[src/rtl/instr_encoder_pkg.sv]
// Shared RV64I encoding constants for the instruction encoder.
// These values must stay identical to the ones the decoder uses.
package instr_encoder_pkg;

    localparam logic [2:0] FMT_R = 3'd0;
    localparam logic [2:0] FMT_I = 3'd1;
    localparam logic [2:0] FMT_S = 3'd2;
    localparam logic [2:0] FMT_B = 3'd3;
    localparam logic [2:0] FMT_U = 3'd4;
    localparam logic [2:0] FMT_J = 3'd5;

    localparam logic [6:0] OPC_LOAD   = 7'b0000011;
    localparam logic [6:0] OPC_OP_IMM = 7'b0010011;
    localparam logic [6:0] OPC_AUIPC  = 7'b0010111;
    localparam logic [6:0] OPC_STORE  = 7'b0100011;
    localparam logic [6:0] OPC_OP     = 7'b0110011;
    localparam logic [6:0] OPC_LUI    = 7'b0110111;
    localparam logic [6:0] OPC_BRANCH = 7'b1100011;
    localparam logic [6:0] OPC_JALR   = 7'b1100111;
    localparam logic [6:0] OPC_JAL    = 7'b1101111;
    localparam logic [6:0] OPC_SYSTEM = 7'b1110011;

endpackage

[src/rtl/instr_pack.sv]
// Combinational field packer: builds the 32-bit word for one field tuple
// and reports whether its immediate is representable in the chosen format.
module instr_pack
    import instr_encoder_pkg::*;
(
    input  logic [2:0]  fmt,
    input  logic [6:0]  opcode,
    input  logic [4:0]  rd,
    input  logic [4:0]  rs1,
    input  logic [4:0]  rs2,
    input  logic [2:0]  funct3,
    input  logic [6:0]  funct7,
    input  logic [31:0] imm,
    output logic [31:0] word,
    output logic        legal
);

    // Immediate range checks compare against the sign-extended low field.
    always_comb begin
        word  = '0;
        legal = 1'b0;
        case (fmt)
            FMT_R: begin
                word  = {funct7, rs2, rs1, funct3, rd, opcode};
                legal = 1'b1;
            end
            FMT_I: begin
                word  = {imm[11:0], rs1, funct3, rd, opcode};
                legal = (imm == {{20{imm[11]}}, imm[11:0]});
            end
            FMT_S: begin
                word  = {imm[11:5], rs2, rs1, funct3, imm[4:0], opcode};
                legal = (imm == {{20{imm[11]}}, imm[11:0]});
            end
            FMT_B: begin
                word  = {imm[12], imm[10:5], rs2, rs1, funct3, imm[4:1], imm[11], opcode};
                legal = !imm[0] && (imm == {{19{imm[12]}}, imm[12:0]});
            end
            FMT_U: begin
                word  = {imm[31:12], rd, opcode};
                legal = (imm[11:0] == 12'd0);
            end
            FMT_J: begin
                word  = {imm[20], imm[10:1], imm[11], imm[19:12], rd, opcode};
                legal = !imm[0] && (imm == {{11{imm[20]}}, imm[20:0]});
            end
            default: begin
                word  = '0;
                legal = 1'b0;
            end
        endcase
    end

endmodule

[src/rtl/instr_encoder.sv]
// Streaming instruction encoder: one-entry output register behind a
// valid/ready handshake, tagging each emitted word with its memory address.
module instr_encoder
    import instr_encoder_pkg::*;
#(
    parameter int          ADDR_W    = 10,
    parameter int unsigned BASE_ADDR = 0
) (
    input  logic              clk,
    input  logic              rst,
    input  logic              clr,
    input  logic              in_valid,
    output logic              in_ready,
    input  logic [2:0]        fmt,
    input  logic [6:0]        opcode,
    input  logic [4:0]        rd,
    input  logic [4:0]        rs1,
    input  logic [4:0]        rs2,
    input  logic [2:0]        funct3,
    input  logic [6:0]        funct7,
    input  logic [31:0]       imm,
    output logic              out_valid,
    input  logic              out_ready,
    output logic [31:0]       out_instr,
    output logic [ADDR_W-1:0] out_addr,
    output logic              err
);

    localparam logic [ADDR_W-1:0] BaseAddr = ADDR_W'(BASE_ADDR);

    logic [31:0] packedWord;
    logic        packedLegal;
    logic        inFire;
    logic        outFire;

    instr_pack u_pack (
        .fmt    (fmt),
        .opcode (opcode),
        .rd     (rd),
        .rs1    (rs1),
        .rs2    (rs2),
        .funct3 (funct3),
        .funct7 (funct7),
        .imm    (imm),
        .word   (packedWord),
        .legal  (packedLegal)
    );

    assign in_ready = !clr && (!out_valid || out_ready);
    assign inFire   = in_valid && in_ready;
    assign outFire  = out_valid && out_ready;

    // Illegal tuples are swallowed: they complete the handshake but only set err.
    always_ff @(posedge clk or posedge rst) begin
        if (rst) begin
            out_valid <= 1'b0;
            out_instr <= '0;
            out_addr  <= BaseAddr;
            err       <= 1'b0;
        end else if (clr) begin
            out_valid <= 1'b0;
            out_addr  <= BaseAddr;
            err       <= 1'b0;
        end else begin
            if (outFire) begin
                out_addr <= out_addr + ADDR_W'(1);
            end
            if (inFire) begin
                if (packedLegal) begin
                    out_valid <= 1'b1;
                    out_instr <= packedWord;
                end else begin
                    out_valid <= 1'b0;
                    err       <= 1'b1;
                end
            end else if (outFire) begin
                out_valid <= 1'b0;
            end
        end
    end

endmodule

[config.mk]
export PLATFORM = sky130hd
export DESIGN_NAME = instr_encoder
export DESIGN_NICKNAME = d
export VERILOG_FILES = /design/src/rtl/instr_encoder_pkg.sv /design/src/rtl/instr_pack.sv /design/src/rtl/instr_encoder.sv
export SDC_FILE = /design/constraint.sdc
export NUM_CORES = 1
export LEC_CHECK = 0
export CORE_ASPECT_RATIO = 0.8
export CORE_UTILIZATION = 45
export CTS_BUF_LIST = sky130_fd_sc_hd__clkbuf_8 sky130_fd_sc_hd__clkbuf_16
export CTS_CLUSTER_DIAMETER = 60
export DETAILED_ROUTE_END_ITERATION = 7
export GPL_TIMING_DRIVEN = 0
export MAX_ROUTING_LAYER = met4
export PLACE_DENSITY = 0.88
export SETUP_SLACK_MARGIN = 0.2
export SLEW_MARGIN = 40
export SYNTH_ARGS = -nofsm -noshare
export SYNTH_HDL_FRONTEND = slang
export SYNTH_SLANG_ARGS = --single-unit
[constraint.sdc]
create_clock -name clk -period 4.25 [get_ports clk]
set_input_delay 0.85 -clock clk [delete_from_list [all_inputs] [get_ports clk]]
set_output_delay 0.85 -clock clk [all_outputs]
set_load 0.05 [all_outputs]
# Yosys cells after proc, flatten, opt, wreduce, memory -nomap -nowiden
# Index checks and enable logic that the tools add are counted.
# word_totals
register_bits	44
wordCells	43
# classes
add_sub_neg	1
eq_ne	9
mux	11
bitwise_logic	1
n_reduce_logical	17
# ops
cell	n
case mux 32 bit (6 select lines)	1
equality test 20 bit	1
two-way mux 10 bit	2
equality test 19 bit	1
zero test 12 bit	1
equality test 11 bit	1
adder 10 x 1 -> 10 bit, second input constant	1
two-way mux 1 bit	7
equality test 3 x 2 -> 1 bit, second input constant	2
equality test 3 bit, second input constant	2
logical AND 1 bit	5
case mux 1 bit (5 select lines)	1
nonzero test 2 bit	2
equality test 3 x 1 -> 1 bit, second input constant	1
zero test 1 bit	3
zero test 3 bit	1
AND reduction 3 bit	1
nonzero test 3 bit	1
inequality test 2 bit, second input constant	1
AND reduction 2 bit	1
OR reduction 2 bit	1
logical OR 1 bit	1
NOT 1 bit	1

# Logic depth before layout (Yosys ltp)
# depth
ltp_word	6
depth_mapped	8
mapped_depth_nobuf	6

# Hierarchy
# Synthesis repeated with hierarchy kept, for this count alone.
# hier_totals
hier_cells	269
area_unflattened_um2	2570.0
# by_module_without_submodules
mod	instances	cells_each	area_each_um2
instr_encoder	1	131	1783.0
instr_pack	1	138	787.0

# Worst setup path before layout
# No wires, ideal clock.
# synth_timing
kind	input to register
from	input out_ready
to	register out_instr[0]
setup_time_ps	125
arrival_time_ps	2814
required_time_ps	4125
path_slack_ps	1311
cell_stages	6
n_path_buf	1
path_cell_list	inv_1 a21oi_1 nand2_1 a21oi_4 buf_6 mux2_4
# synth_via
elab_chain_cells	4
# synth_lines
element	line	source
start: declaration	instr_encoder.sv:23	input logic out_ready,
logical OR 1 bit	instr_encoder.sv:49	assign in_ready = !clr && (!out_valid || out_ready);
logical AND 1 bit	instr_encoder.sv:49	
named net in_ready	instr_encoder.sv:13	output logic in_ready,
logical AND 1 bit	instr_encoder.sv:50	assign inFire = in_valid && in_ready;
AND reduction 3 bit (no source line)	--	
end signal: assignment	instr_encoder.sv:71	out_instr <= packedWord;
end: declaration	instr_encoder.sv:24	output logic [31:0] out_instr,
# The timed path passes the listed nets, and every way through them passes these cells.
# A chain may end at the register's enable or synchronous reset.

# Worst setup path in the final report
# layout_timing
from	input out_ready
to	output in_ready
# layout_via
elab_chain_cells	2
# layout_lines
element	line
logical OR 1 bit	instr_encoder.sv:49
logical AND 1 bit	instr_encoder.sv:49
end: declaration	instr_encoder.sv:13
# No other way between the ends.

==> reports/metrics.csv <==
metric,value,unit
slew_violations,0,
viasPerCell,5.599,
layout-drive-gt1-share,14.81,%
criticalPathCategory,primary input to output pin,
holdBufCountCts,0,
synth_edf_count,0,
detail_route.wl_per_cell,17.25,um
status,completed,
yosys_register_bits,44,
fmax,297.3,MHz
htree_levels,2,
post-cts-setup-buffers,0,
worst-endpoint-required,3.40,ns
finalNonFillerCells,456,
worstMarginPinSlew,0.6571,ns
syn_area,2693,um^2
fp.dieW,88.49,um
hold_path.class,flop to flop,
crit_arrival,2.51,ns
start_kind,primary input,
ys.flop_type,dfrtp_1,
r2r_cells,5,
routed_wirelength,7.868,mm
first_iter_violations,185,
path_delay_family,buffers and inverters,
power.density,390.5,nW/um^2
yosysSeqAreaShare,40.89,%
finalWeightedCongestion,0.8836,
period_share,79.14,%
cp_slowest_stage_delay,0.83,ns
cap_violations,0,
cts_buffer_depth,2,
start_util,47.95,%
total_leakage_power,1.647,nW
cp-end-kind,output pin,
grt_max_degree,29,
regArea,1101,um^2
ys_warn_count,0,
dr.pass1.iters,7,
cp_cell_sequence,clkdlybuf4s50_1 > inv_1 > a21oi_1 > clkdlybuf4s50_1,
drcViolationCount,0,
grt_pass1_wl,12.39,mm
cp_slowest_cell,clkdlybuf4s50_1,
crit_top_cell,clkdlybuf4s50_1,
cts_root_buf,clkbuf_8,
io_pins,117,
crit_fanout,6,
placedCellCount,448,
rr_endpoint,out_instr[31]$_DFFE_PP0P_,
grt_antenna_before_repair,0,
hold_violations,0,
peakVddDrop,0.2757,mV
rows,24,
hp-start,out_instr[14]$_DFFE_PP0P_,
n_fill_cell,434,
clkTransAtPathRegs,0.08,ns
syn_area_per_cell,10.40,um^2
setup_tns,0,ns
ys_top_cells_by_area,"dfrtp_1 41%, mux2_4 11%, mux2_2 4.6%",
min_to,out_instr[14]$_DFFE_PP0P_,
power,1.576,mW
tritoncts,yes,
relSlewSlack,56.19,%
synth_cells,259,
rrSetupSlack,2.37,ns
syn-num-nets,332,
rsz0062_at_grt,no,
die-area,6299,um^2
clkSinkCount,44,
final_antenna_net_count,0,
synth.distinct_cells,45,
antenna_cells,0,
post_cts_resized,0,
die_y,71.19,um
reg2reg_from,out_valid$_DFFE_PP0P_,
netlist.area_leader.share,40.89,%
area_delta_synth_final,49.86,%
period_needed,3.363,ns
skew,0.007820,ns
nets,450,
grt_pass1_vias,2499,
vias,2553,
hold_depth,1,
core-area,5615,um^2
yosysTopAreaCell,dfrtp_1,
grt_overflow,0,
async_reset_ff_share,100.0,%
cts_inserted_buffers,5,
grt_usage,26.79,%
multi_input_area,1465,um^2
place_hpwl,5.970,mm
setup_viol,0,
cp_num_buf_inv,3,
portBuffers,110,
insertion_delay,0.31,ns
cell families after synthesis:
family | count (synthesis) | share of synthesized area, %
simple gates | 82 | 15.52
xor+xnor | 10 | 3.253
flops | 44 | 40.89
fa+ha+maj | 1 | 0.4646
compound gates | 52 | 13.99
buf+inv | 25 | 4.693
mux | 45 | 21.19
registers in the layout, indices dropped and copies added, names as in the netlist:
| signal | cells |
|---|---|
| out_instr | 32 |
| out_valid | 1 |
| out_addr | 10 |
| err | 1 |
where the power goes:
group | switching, mW | internal (mW)
clock | 0.157 | 0.192
combinational | 0.405 | 0.286
sequential | 0.0422 | 0.493
how the worst max path moves through the flow:
stage,cells after the start,slack (ns),to,startpoint
6_report,4,0.89,in_ready,out_ready
5_1_grt,4,0.75,in_ready,out_ready
4_1_cts,4,0.88,in_ready,out_ready
3_5_place_dp,8,0.64,out_instr[17]$_DFFE_PP0P_,imm[23]
3_3_place_gp,8,0.68,out_instr[31]$_DFFE_PP0P_,imm[23]
2_1_floorplan,6,1.31,out_instr[0]$_DFFE_PP0P_,out_ready
stage by stage:
step / worst slack [ns] / cell area, um^2 / utilization (%) / hold slack (ns)
after detailed placement: 0.6407 / 3914 / 69.70 / 0.4859
after CTS: 0.8772 / 4035 / 71.86 / 0.5065
after global routing: 0.7495 / 4035 / 71.86 / 0.5322
final: 0.8867 / 4035 / 71.86 / 0.5034
after global placement: 0.6832 / 3891 / 69.30 / 0.4711
after floorplan: 1.311 / 2693 / - / 0.7850
cells in the mapped netlist, types with 2 or more instances:
cell,count
a211oi_2,2
a21oi_1,11
a221oi_1,5
a22oi_1,4
a2bb2oi_1,5
a31oi_1,4
and3_1,3
buf_2,2
buf_6,4
clkbuf_1,9
dfrtp_1,44
inv_1,9
mux2_1,5
mux2_2,11
mux2_4,20
mux2i_1,9
nand2_1,11
nand3_1,13
nand4_1,5
nor2_1,25
nor2b_1,5
nor3_1,4
nor4_1,7
o21ai_0,10
o31ai_1,2
or4_1,3
xnor2_1,3
xor2_1,7
placed cells by master, fill, tap and decap left out, drive strengths merged, types with 2 or more instances in the layout:
cell type / instances
a211oi: 2
a21oi: 12
a221oi: 5
a22oi: 4
a2bb2oi: 5
a31oi: 4
and3: 3
buf: 8
clkbuf: 15
clkdlybuf4s50: 110
dfrtp: 44
inv: 9
mux2: 36
mux2i: 9
nand2: 11
nand3: 13
nand4: 5
nor2: 25
nor2b: 5
nor3: 4
nor4: 7
o21ai: 11
o31ai: 2
or4: 4
xnor2: 3
xor2: 7
layout make-up:
type	count	area share [%]
Buffer	16	2.295
Multi-Input combinational cell	190	36.31
Sequential cell	44	27.29
Clock inverter	2	0.9612
Tap cell	78	2.419
Timing Repair Buffer	111	27.78
Clock buffer	6	2.047
Inverter	9	0.8992
routing by layer:
layer	part of all wire (%)	GRT usage (%)
met5	0	-
met4	1.4	6.272
met1	42	33.68
met3	8.5	6.184
met2	48	43.76
worst register-to-register path, stage by stage, from the launching register on:
cell and delay (ns):
dfrtp_1 0.47, a21oi_1 0.20, nand2_1 0.24, a21oi_4 0.31, buf_6 0.24, mux2_4 0.31
Power figures use the tool's default switching activity.
